**src/rtl/rle_token_packer_if.sv**
```systemverilog
// ----------------------------------------------------------------------------
// rle_token_packer_if
//   Pixel-in / token-out bundle for rle_token_packer.
//   Pixel side : bit_in, bit_valid, eol, eof   (upstream -> packer)
//   Token side : token_valid, token_data       (packer -> consumer)
//                token_ready                   (consumer -> packer)
//   Status     : overflow (sticky drop flag)
//                frame_tokens (only with RLE_PACKER_STATS_EN defined)
//   Modports   : master = upstream/consumer side, slave = the packer.
// ----------------------------------------------------------------------------
interface rle_token_packer_if #(
    parameter int LEN_W = 11
);
    logic             bit_in;
    logic             bit_valid;
    logic             eol;
    logic             eof;
    logic             token_valid;
    logic             token_ready;
    logic [LEN_W+2:0] token_data;
    logic             overflow;
`ifdef RLE_PACKER_STATS_EN
    logic [15:0]      frame_tokens;

    modport master (
        output bit_in, bit_valid, eol, eof, token_ready,
        input  token_valid, token_data, overflow, frame_tokens
    );
    modport slave (
        input  bit_in, bit_valid, eol, eof, token_ready,
        output token_valid, token_data, overflow, frame_tokens
    );
`else
    modport master (
        output bit_in, bit_valid, eol, eof, token_ready,
        input  token_valid, token_data, overflow
    );
    modport slave (
        input  bit_in, bit_valid, eol, eof, token_ready,
        output token_valid, token_data, overflow
    );
`endif
endinterface

```
**src/rtl/rle_token_packer.sv**
```systemverilog
// ----------------------------------------------------------------------------
// rle_token_packer
//   Run-length encodes a binarised pixel mask into tokens
//   {value, eol, eof, length[LEN_W-1:0]} and buffers them in a
//   first-word-fall-through FIFO that accepts up to two tokens per cycle.
//   Every run produces exactly one token (runs longer than 2^LEN_W-1 are
//   split); tokens are lost only when the FIFO is full (sticky overflow).
//
//   Ports:
//     CLK      - pixel clock, rising edge
//     reset_n  - asynchronous active-low reset, release synchronised (2 flops)
//     bus      - rle_token_packer_if.slave (pixel input, token output, status)
//
//   Optional feature: define RLE_PACKER_STATS_EN to add bus.frame_tokens, the
//   number of tokens stored per frame (saturating at 0xFFFF).
// ----------------------------------------------------------------------------
module rle_token_packer #(
    parameter int LEN_W = 11,
    parameter int DEPTH = 16
) (
    input  logic               CLK,
    input  logic               reset_n,
    rle_token_packer_if.slave  bus
);
    localparam int                  TOK_W   = LEN_W + 3;
    localparam int                  AW      = $clog2(DEPTH);
    localparam logic [LEN_W-1:0]    MAX_LEN = '1;
    localparam logic [LEN_W-1:0]    LEN_ONE = LEN_W'(1);

    typedef enum logic {S_IDLE, S_RUN} state_t;

    // ---------------- reset release synchroniser ----------------
    logic [1:0] r_rst_sync;
    logic       w_rst_n;

    always_ff @(posedge CLK or negedge reset_n) begin
        if (!reset_n) r_rst_sync <= 2'b00;
        else          r_rst_sync <= {r_rst_sync[0], 1'b1};
    end
    assign w_rst_n = r_rst_sync[1];

    // ---------------- run state machine ----------------
    state_t             r_state;
    logic               r_val;
    logic [LEN_W-1:0]   r_len;
    logic [1:0]         r_n_push;
    logic [TOK_W-1:0]   r_push0;
    logic [TOK_W-1:0]   r_push1;
    logic               r_eof_pix;

    state_t             w_next_state;
    logic               w_next_val;
    logic [LEN_W-1:0]   w_next_len;
    logic [1:0]         w_n_emit;
    logic [TOK_W-1:0]   w_tok0;
    logic [TOK_W-1:0]   w_tok1;
    logic [TOK_W-1:0]   w_close;

    // The pixel first joins or opens a run (possibly closing the old one),
    // then eol closes whatever run the pixel ended up in.
    always_comb begin
        // NOTE: every signal gets a default first so no path infers a latch.
        w_next_state = r_state;
        w_next_val   = r_val;
        w_next_len   = r_len;
        w_n_emit     = 2'd0;
        w_tok0       = '0;
        w_tok1       = '0;
        w_close      = '0;
        if (bus.bit_valid) begin
            w_next_state = S_RUN;
            if (r_state == S_RUN && bus.bit_in == r_val && r_len != MAX_LEN) begin
                w_next_len = r_len + 1'b1;
            end else begin
                if (r_state == S_RUN) begin
                    w_tok0   = {r_val, 2'b00, r_len};
                    w_n_emit = 2'd1;
                end
                w_next_val = bus.bit_in;
                w_next_len = LEN_ONE;
            end
            if (bus.eol) begin
                w_close = {w_next_val, 1'b1, bus.eof, w_next_len};
                if (w_n_emit == 2'd0) w_tok0 = w_close;
                else                  w_tok1 = w_close;
                w_n_emit     = w_n_emit + 2'd1;
                w_next_state = S_IDLE;
                w_next_len   = '0;
            end
        end
    end

    // Emitted tokens are registered; the FIFO stores them one cycle later.
    always_ff @(posedge CLK or negedge w_rst_n) begin
        // NOTE: state is updated with <= so all flops see pre-edge values.
        if (!w_rst_n) begin
            r_state   <= S_IDLE;
            r_val     <= 1'b0;
            r_len     <= '0;
            r_n_push  <= 2'd0;
            r_push0   <= '0;
            r_push1   <= '0;
            r_eof_pix <= 1'b0;
        end else begin
            r_state   <= w_next_state;
            r_val     <= w_next_val;
            r_len     <= w_next_len;
            r_n_push  <= w_n_emit;
            r_push0   <= w_tok0;
            r_push1   <= w_tok1;
            r_eof_pix <= bus.bit_valid && bus.eof;
        end
    end

    // ---------------- token FIFO ----------------
    logic [TOK_W-1:0]   r_mem [DEPTH];
    logic [AW-1:0]      r_wr_ptr;
    logic [AW-1:0]      r_rd_ptr;
    logic [AW:0]        r_count;
    logic               r_overflow;

    logic [AW:0]        w_free;
    logic [1:0]         w_n_store;
    logic               w_valid;
    logic               w_pop;
    logic [AW-1:0]      w_wr_ptr1;

    // Free space is taken before this cycle's pop; the older token wins.
    assign w_free    = (AW+1)'(DEPTH) - r_count;
    assign w_n_store = ((AW+1)'(r_n_push) > w_free) ? w_free[1:0] : r_n_push;
    assign w_valid   = (r_count != '0);
    assign w_pop     = w_valid && bus.token_ready;
    assign w_wr_ptr1 = r_wr_ptr + 1'b1;

    // NOTE: storage needs no reset; r_count alone defines which entries are live.
    always_ff @(posedge CLK) begin
        if (w_n_store != 2'd0) r_mem[r_wr_ptr]  <= r_push0;
        if (w_n_store == 2'd2) r_mem[w_wr_ptr1] <= r_push1;
    end

    always_ff @(posedge CLK or negedge w_rst_n) begin
        if (!w_rst_n) begin
            r_wr_ptr   <= '0;
            r_rd_ptr   <= '0;
            r_count    <= '0;
            r_overflow <= 1'b0;
        end else begin
            r_wr_ptr <= r_wr_ptr + AW'(w_n_store);
            r_rd_ptr <= r_rd_ptr + AW'(w_pop);
            r_count  <= r_count + (AW+1)'(w_n_store) - (AW+1)'(w_pop);
            if (w_n_store != r_n_push) r_overflow <= 1'b1;
        end
    end

    assign bus.token_valid = w_valid;
    assign bus.token_data  = w_valid ? r_mem[r_rd_ptr] : '0;
    assign bus.overflow    = r_overflow;

`ifdef RLE_PACKER_STATS_EN
    // ---------------- per-frame token statistics ----------------
    logic [15:0] r_frame_cnt;
    logic [15:0] r_frame_tokens;
    logic [16:0] w_cnt_sum;
    logic [15:0] w_cnt_sat;

    // r_eof_pix is aligned with the push of the eof pixel's own tokens.
    assign w_cnt_sum = {1'b0, r_frame_cnt} + 17'(w_n_store);
    assign w_cnt_sat = w_cnt_sum[16] ? 16'hFFFF : w_cnt_sum[15:0];

    always_ff @(posedge CLK or negedge w_rst_n) begin
        if (!w_rst_n) begin
            r_frame_cnt    <= '0;
            r_frame_tokens <= '0;
        end else if (r_eof_pix) begin
            r_frame_tokens <= w_cnt_sat;
            r_frame_cnt    <= '0;
        end else begin
            r_frame_cnt    <= w_cnt_sat;
        end
    end

    assign bus.frame_tokens = r_frame_tokens;
`endif
endmodule

```
**src/flat_wrapper.sv**
```systemverilog
// flat-port wrapper written by rule: the top's interface ports become plain ports
module rle_token_packer_flat 
#(
    parameter int LEN_W = 11,
    parameter int DEPTH = 16
)
  (CLK, reset_n, bus_bit_in, bus_bit_valid, bus_eol, bus_eof, bus_token_ready, bus_token_valid, bus_token_data, bus_overflow);
  rle_token_packer_if #(.LEN_W(LEN_W)) bus_i ();
  input  logic CLK;
  input  logic reset_n;
  input wire logic [$bits(bus_i.bit_in)-1:0] bus_bit_in;
  input wire logic [$bits(bus_i.bit_valid)-1:0] bus_bit_valid;
  input wire logic [$bits(bus_i.eol)-1:0] bus_eol;
  input wire logic [$bits(bus_i.eof)-1:0] bus_eof;
  input wire logic [$bits(bus_i.token_ready)-1:0] bus_token_ready;
  output wire logic [$bits(bus_i.token_valid)-1:0] bus_token_valid;
  output wire logic [$bits(bus_i.token_data)-1:0] bus_token_data;
  output wire logic [$bits(bus_i.overflow)-1:0] bus_overflow;
  assign bus_i.bit_in = bus_bit_in;
  assign bus_i.bit_valid = bus_bit_valid;
  assign bus_i.eol = bus_eol;
  assign bus_i.eof = bus_eof;
  assign bus_i.token_ready = bus_token_ready;
  assign bus_token_valid = bus_i.token_valid;
  assign bus_token_data = bus_i.token_data;
  assign bus_overflow = bus_i.overflow;
  rle_token_packer #(.LEN_W(LEN_W), .DEPTH(DEPTH)) u_core (.CLK(CLK), .reset_n(reset_n), .bus(bus_i));
endmodule
```
**config.mk**
```make
export PLATFORM = sky130hd
export DESIGN_NAME = rle_token_packer_flat
export DESIGN_NICKNAME = d
export VERILOG_FILES = /design/src/rtl/rle_token_packer_if.sv /design/src/rtl/rle_token_packer.sv /design/src/flat_wrapper.sv
export SDC_FILE = /design/constraint.sdc
export NUM_CORES = 1
export LEC_CHECK = 0
export ABC_AREA = 1
export BUFFER_PORTS_ARGS = -buffer_cell sky130_fd_sc_hd__buf_2
export CAP_MARGIN = 20
export CELL_PAD_IN_SITES_DETAIL_PLACEMENT = 1
export CELL_PAD_IN_SITES_GLOBAL_PLACEMENT = 1
export CORE_MARGIN = 3
export CORE_UTILIZATION = 30
export DETAILED_ROUTE_END_ITERATION = 8
export PLACE_DENSITY = 0.53
export SLEW_MARGIN = 25
export SYNTH_ARGS = -nofsm -noshare
export SYNTH_HDL_FRONTEND = slang
export SYNTH_SLANG_ARGS = --single-unit
```
**constraint.sdc**
```tcl
create_clock -name CLK -period 3.8 [get_ports CLK]
set_input_delay 0.57 -clock CLK [delete_from_list [all_inputs] [get_ports CLK]]
set_output_delay 0.57 -clock CLK [all_outputs]
set_load 0.05 [all_outputs]
```
==> run metrics, run 1 <==
Synth Instances=1508; Least-Margin Pin Slew=1.08 ns; Post-Syn Area=14300 µm²; Worst EP required=3.23 ns; vias post-DR=11100; pre-CTS WS=0.486 ns; Data arrival, critical path=3.11 ns; core footprint=46900 µm²; # setup viols final=0; Detailed Routing Iterations Pass 1=5; Setup crit end kind=primary output; final period utilization=96.8%; DRT antenna net count=0; routability congestion estimate=0.799; Synth cell types=35; initial antenna violation count=0; # clock sinks=282; Syn Area/Cell=9.50 µm²; Initial Utilization=30.6%; gr usage total=19.8%; post_cts resized=0; Nets=1505; clk root buf=clkbuf_16; Yosys reg bits=282; Rows=79; die area=50400 µm²; Routed WL=49400 µm; port bufs=22; sequential area share after synthesis=57.1%; initial DRC count=854; RSZ-0062 raised after global routing=false; Post-synth ARST share=20.6%; Synth area leaders=edfxtp_1 47%, o21ai_0 11%, dfrtp_1 10%, nand2_1 8.4%, nor2_1 3.7%; Die W=225 µm; IO Pins=23; post-synth top area share=46.9%; Slew Viols, Final=0; Worst-path clk slew=0.05 ns; Slew HR=27.7%; DRC Markers=0; GR Overflow Total=0; Setup Skew=0.0127 ns; buffer depth of the longest clock path=3; endpoints failing hold=0; Max-Cap Viols=0; CTS tree=built; post-DR vias/cell=5.23; Pleak=5.70 nW; first-pass GRT wire length=74200 µm; Synth Warn #=0; min Tclk post-route=3.68 ns; leading area contributor after synthesis=edfxtp_1; Hold WS=0.286 ns; fin worst setup slack=0.121 ns; DR WL/cell=23.3 µm; synthesis-to-finish area growth=11.9%; # hold bufs at CTS=1; vias in the first global route=11200; r2r setup slk=0.49 ns; Post CTS Setup Buffer Count=0; Skew-Pair Late Insertion Delay=0.55 ns; largest net degree at the start of global routing=63; Post-DP HPWL=31900 µm; HP Class=input pin to register; kind of critical path=register to primary output; share of cells above drive strength 1=11.8%; CTS buffer count=37; FMAX=272 MHz; H-tree levels=2; Die H=225 µm; Post-synth EDFFs=224; Peak VDD IR=0.395 mV; Cell Pwr Density=743 nW/µm²; largest fanout on the critical path=62; CP Launch Type=register; status=complete, no violations; Primary FF master, synth=edfxtp_1; total negative setup slack=0 ns
## sequential cells by signal, indices dropped and copies added (netlist names)
register,cells
u_core.r_rd_ptr,4
u_core.r_len,11
u_core.r_mem,224
u_core.r_push1,14
u_core.bus.overflow,1
u_core.r_state,1
u_core.r_count,5
u_core.r_push0,14
u_core.r_n_push,1
u_core.r_rst_sync,2
u_core.r_wr_ptr,4
u_core.r_val,1
## kinds of logic (layout without fill, tap and decap cells)
logic type / count (synthesis) / count (layout) / share of synthesized area, %
AO/OA/AOI/OAI: 470 / 470 / 19.0
XOR/XNOR: 8 / 8 / 0.489
adder cells (fa/ha/maj): 18 / 18 / 1.62
buffers and inverters: 210 / 201 / 7.27
flip-flops: 282 / 282 / 57.1
other: 2 / 12 / 0.0524
AND/OR/NAND/NOR: 518 / 518 / 14.5
## final timing paths
kind / from / to / cells after the start
setup reg to reg: u_core.r_count[0]$_DFF_PN0_ / u_core.r_count[4]$_DFF_PN0_ / 17
setup / recovery: u_core.r_rd_ptr[0]$_DFF_PN0_ / bus_token_data[1] / 6
min in group asynchronous: reset_n / u_core.r_rst_sync[1]$_DFF_PN0_ / 2
max in group asynchronous: u_core.r_rst_sync[1]$_DFF_PN0_ / u_core.r_push0[1]$_DFF_PN0_ / 1
hold / removal: bus_bit_in / u_core.r_val$_DFFE_PN0P_ / 3
hold reg to reg: u_core.r_rst_sync[0]$_DFF_PN0_ / u_core.r_rst_sync[1]$_DFF_PN0_ / 0
## where the power goes
part	total (W)	leakage [nW]	switching, W	internal [W]
Sequential	0.00400	2.83	0.000273	0.00373
Clock	0.00355	0.591	0.00138	0.00217
Combinational	0.00437	2.28	0.00327	0.00110
Total	0.0119	5.70	0.00492	0.00700
## critical path: stages, from the launching register on
cell      delay (ns)
dfrtp_4         0.44
buf_4           0.57
o21ai_0         0.24
o22ai_1         0.50
o211ai_1        0.27
a21oi_1         0.20
buf_2           0.29
## cells in the mapped netlist (all sizes together) (2+ instances only)
library cell and number:
nand2 322, buf 54, nor3 6, o22ai 36
edfxtp 224, xor2 7, clkbuf 91, nand3 44
conb 2, o31ai 3, inv 65, o21ai 353
o221ai 28, a21oi 22, nor2 143, ha 17
dfrtp 58, o211ai 28
## metal layers
| layer | vias to the layer above | GRT usage (%) | wire length [µm] |
|---|---|---|---|
| li1 | 5198 | - | - |
| met1 | 5561 | 29.7 | 24200 |
| met2 | 257 | 29.9 | 21800 |
| met3 | 58 | 2.19 | 2110 |
| met4 | 0 | 6.40 | 1210 |
| met5 | - | 0 | 0 |
## layout make-up
type                       count  area (µm²)
antenna                        1        2.50
clock buffer                  54        1040
clock inverter                13         173
fill                        5352       30800
inverter                      65         245
multi-input combinational   1025        5140
sequential                   282        8190
tap                          607         759
timing repair buffer          69         490
## through the flow
stage | std cells | cell area, µm² | util (%) | total power [W]
2_1_floorplan | 1517 | 14400 | - | 0.00676
3_3_place_gp | 2047 | 14800 | 31.6 | 0.00846
3_5_place_dp | 2047 | 14800 | 31.6 | 0.00846
4_1_cts | 2115 | 16000 | 34.2 | 0.0120
5_1_grt | 2115 | 16000 | 34.2 | 0.0125
6_report | 2116 | 16000 | 34.2 | 0.0119
## cells in the final DEF, fill, tap and decap left out, types with 6 or more instances in the layout
| cell type | Yosys | layout |
|---|---|---|
| nand2_1 | 319 | 319 |
| o21ai_0 | 317 | 317 |
| edfxtp_1 | 224 | 224 |
| nor2_1 | 141 | 141 |
| inv_1 | 63 | 61 |
| dfrtp_1 | 58 | 53 |
| buf_4 | 6 | 44 |
| nand3_1 | 37 | 37 |
| clkbuf_16 | 0 | 37 |
| o22ai_1 | 36 | 36 |
| o21ai_2 | 35 | 35 |
| o221ai_1 | 28 | 28 |
| o211ai_1 | 28 | 28 |
| a21oi_1 | 22 | 22 |
| buf_2 | 14 | 22 |
| ha_1 | 17 | 17 |
| clkbuf_1 | 91 | 12 |
| conb_1 | 2 | 11 |
| xor2_1 | 7 | 7 |
| nor3_1 | 6 | 6 |
| nand3_2 | 6 | 6 |
No activity file was read; power rests on OpenSTA's default activity.
==> run 2, diff against run 1 <==
--- a/config.mk
+++ b/config.mk
@@ -13,7 +13,7 @@
 export CORE_MARGIN = 3
 export CORE_UTILIZATION = 30
 export DETAILED_ROUTE_END_ITERATION = 8
-export PLACE_DENSITY = 0.53
+export PLACE_DENSITY = 0.55
 export SLEW_MARGIN = 25
 export SYNTH_ARGS = -nofsm -noshare
 export SYNTH_HDL_FRONTEND = slang
==> constraint.sdc (replaced) <==
create_clock -name CLK -period 3.3 [get_ports CLK]
set_input_delay 0.495 -clock CLK [delete_from_list [all_inputs] [get_ports CLK]]
set_output_delay 0.495 -clock CLK [all_outputs]
set_load 0.05 [all_outputs]
==> run metrics, run 2 (synthesis gave the netlist of run 1 again) <==
status=complete, no violations; leading cell type in the layout, fill and taps excluded=nand2_1; DR WL/cell=21.8 µm (-6.6%); clk root buf=clkbuf_16; Finished Core Util=34.4% (+0.18 points); Die W=225 µm (unchanged); R2R cell count=16 (-1); port bufs=22 (unchanged); Worst Hold Launch=bus_bit_in; WHS Endpoint=u_core.r_val$_DFFE_PN0P_; first-pass GRT wire length=71300 µm (-4.0%); Worst EP required=2.80 ns (-0.43 ns); CTS tree=built; RR Startpoint=u_core.r_count[1]$_DFF_PN0_; Post-DP HPWL=28600 µm (-10%); sw frac=40.6% (-0.65 points); max reg flops=224 (unchanged); initial DRC count=716 (-16%); HP Class=input pin to register; R2R Path End=u_core.r_count[4]$_DFF_PN0_; Max-Cap Viols=0 (unchanged); Data arrival, critical path=2.66 ns (-0.45 ns); routability congestion estimate=0.786 (-1.6%); # setup viols final=0 (unchanged); internal power=0.00792 W (+13%); # clock sinks=282 (unchanged); Nets=1518 (+0.86%); vias in the first global route=11600 (+3.8%); Cell Chain, Critical Path=clkinv_4 -> buf_12 -> o21ai_0 -> o221ai_1 -> o211ai_1 -> a21oi_1 -> buf_2; H-tree levels=2 (unchanged); gr usage total=18.6% (-1.2 points); endpoints failing hold=0 (unchanged); kind of critical path=register to primary output; Peak VDD IR=0.873 mV (+120%); Comb power frac=37.2% (+0.5 points); largest net degree at the start of global routing=85 (+35%); Flop pwr share=34.2% (+0.6 points); largest registers=u_core.r_mem: 224 flops, u_core.r_push0: 14 flops, u_core.r_push1: 14 flops; Die H=225 µm (unchanged); GR Overflow Total=0 (unchanged); post-route cell area=16100 µm² (+0.51%); FMAX=317 MHz; min Tclk post-route=3.15 ns; Slew HR=43.2% (+16 points); Routed WL=46300 µm (-6.2%); Setup crit end kind=primary output; WP buf/inv=3 (+1); Setup Skew=0.0109 ns (-0.00181 ns); Cell Pwr Density=827 nW/µm² (+11%); Detailed Routing Iterations Pass 1=5 (unchanged); Post CTS Setup Buffer Count=0 (unchanged); Pleak=5.76 nW (+1.1%); largest fanout on the critical path=42 (-32%); Skew-Pair Late Insertion Delay=0.53 ns (-0.02 ns); Fill cells=5340 (-0.22%); Slew Viols, Final=0 (unchanged); RSZ-0062 raised after global routing=false; DRT antenna net count=0 (unchanged); WHS Path Cells=3 (unchanged); r2r setup slk=0.28 ns (-0.21 ns); share of cells above drive strength 1=12.5% (+0.70 points); CP top delay family=compound AO/OA/AOI/OAI gates; DRC Markers=0 (unchanged); Worst-path clk slew=0.06 ns (about the same); initial antenna violation count=0 (unchanged); Rows=79 (unchanged); core footprint=46900 µm² (unchanged); slowest cell on the critical path=dfrtp_4; buffer depth of the longest clock path=3 (unchanged); CTS buffer count=36 (-2.7%); post-DR vias/cell=5.20 (-0.73%); total negative setup slack=0 ns (unchanged); die area=50400 µm² (unchanged); Top reg by flops=u_core.r_mem; Initial Utilization=30.6% (unchanged); Clk network pwr share=28.6% (-1.2 points); IO Pins=23 (unchanged); Sw Pwr=0.00541 W (+10%); synthesis-to-finish area growth=12.5%; CP Launch Type=register; final period utilization=95.5%; crit-path max cell delay=0.51 ns (-0.06 ns); ANT cells=0 (-1); most frequent cells in the layout=319 x nand2_1, 317 x o21ai_0, 224 x edfxtp_1; Least-Margin Pin Slew=0.851 ns (-0.233 ns); vias post-DR=11000 (-0.26%); area post-placement=15000 µm² (+1.1%)
## run 2: cell count changes in the layout (fill, tap and decap cells not counted), sizes merged
| cell | change |
|---|---|
| bufinv | -2 |
| clkinvlp | -1 |
| buf | +14 |
| clkbuf | -2 |
| clkinv | +1 |
| inv | +1 |
| diode | -1 |
## run 2: metrics by stage
step | instances | setup slack [ns] | hold slack, ns | power, W
5_1_grt | 2126 | 0.00290 | 0.243 | 0.0141
3_5_place_dp | 2061 | 0.268 | 0.281 | 0.00962
3_3_place_gp | 2061 | 0.345 | 0.261 | 0.00953
6_report | 2126 | 0.148 | 0.220 | 0.0133
4_1_cts | 2126 | 0.0516 | 0.202 | 0.0135
2_1_floorplan | 1517 | 0.197 | 0.199 | 0.00778
## run 2: final cells by class
cell class	instances	area (µm²)	area share, %
Clock buffer	52	1000	6.22
Clock inverter	12	115	0.714
Inverter	65	251	1.56
Multi-Input combinational cell	1025	5150	31.9
Sequential cell	282	8190	50.8
Tap cell	607	759	4.71
Timing Repair Buffer	83	658	4.08
## run 2: worst max-delay path by stage
stage,from,end,cells after the start
after floorplan,u_core.r_count[0]$_DFF_PN0_,u_core.r_count[4]$_DFF_PN0_,17
after CTS,u_core.r_rd_ptr[0]$_DFF_PN0_,bus_token_data[3],6
after global routing,u_core.r_rd_ptr[0]$_DFF_PN0_,bus_token_data[12],7
after detailed placement,u_core.r_count[1]$_DFF_PN0_,u_core.r_count[4]$_DFF_PN0_,16
final,u_core.r_rd_ptr[0]$_DFF_PN0_,bus_token_data[12],7
after global placement,u_core.r_count[1]$_DFF_PN0_,u_core.r_count[4]$_DFF_PN0_,16
## run 2: per-layer routing
metal / vias up / share of wire, % / GRT usage, %
met5: - / 0 / 0
met4: 0 / 2.4 / 5.39
met3: 61 / 4.5 / 2.48
met2: 229 / 48 / 31.4
met1: 5536 / 45 / 25.1
li1: 5219 / - / -
## run 2: what timing repair did
action                                  CTS  global route
gates resized for setup                   2             2
hold endpoints to repair                  2             0
endpoints found under the setup margin    4             2
hold buffers                              1             0
## run 2: worst register-to-register path, delay by kind of cell, from the launching register on
kind	cells	cell delay, ns
adders and majority gates	4	1.29
and+or+nand+nor	5	0.47
AOI/OAI and AO/OA	3	0.45
DFF	1	0.37
buffers and inverters	3	0.22
xor gates and xnor gates	1	0.15
## run 2: power by group through the flow
stage,registers (W),logic [W],clock network (W)
2_1_floorplan,0.00448,0.00330,0
3_3_place_gp,0.00461,0.00492,0
3_5_place_dp,0.00463,0.00499,0
4_1_cts,0.00456,0.00501,0.00391
5_1_grt,0.00460,0.00542,0.00405
6_report,0.00456,0.00495,0.00382
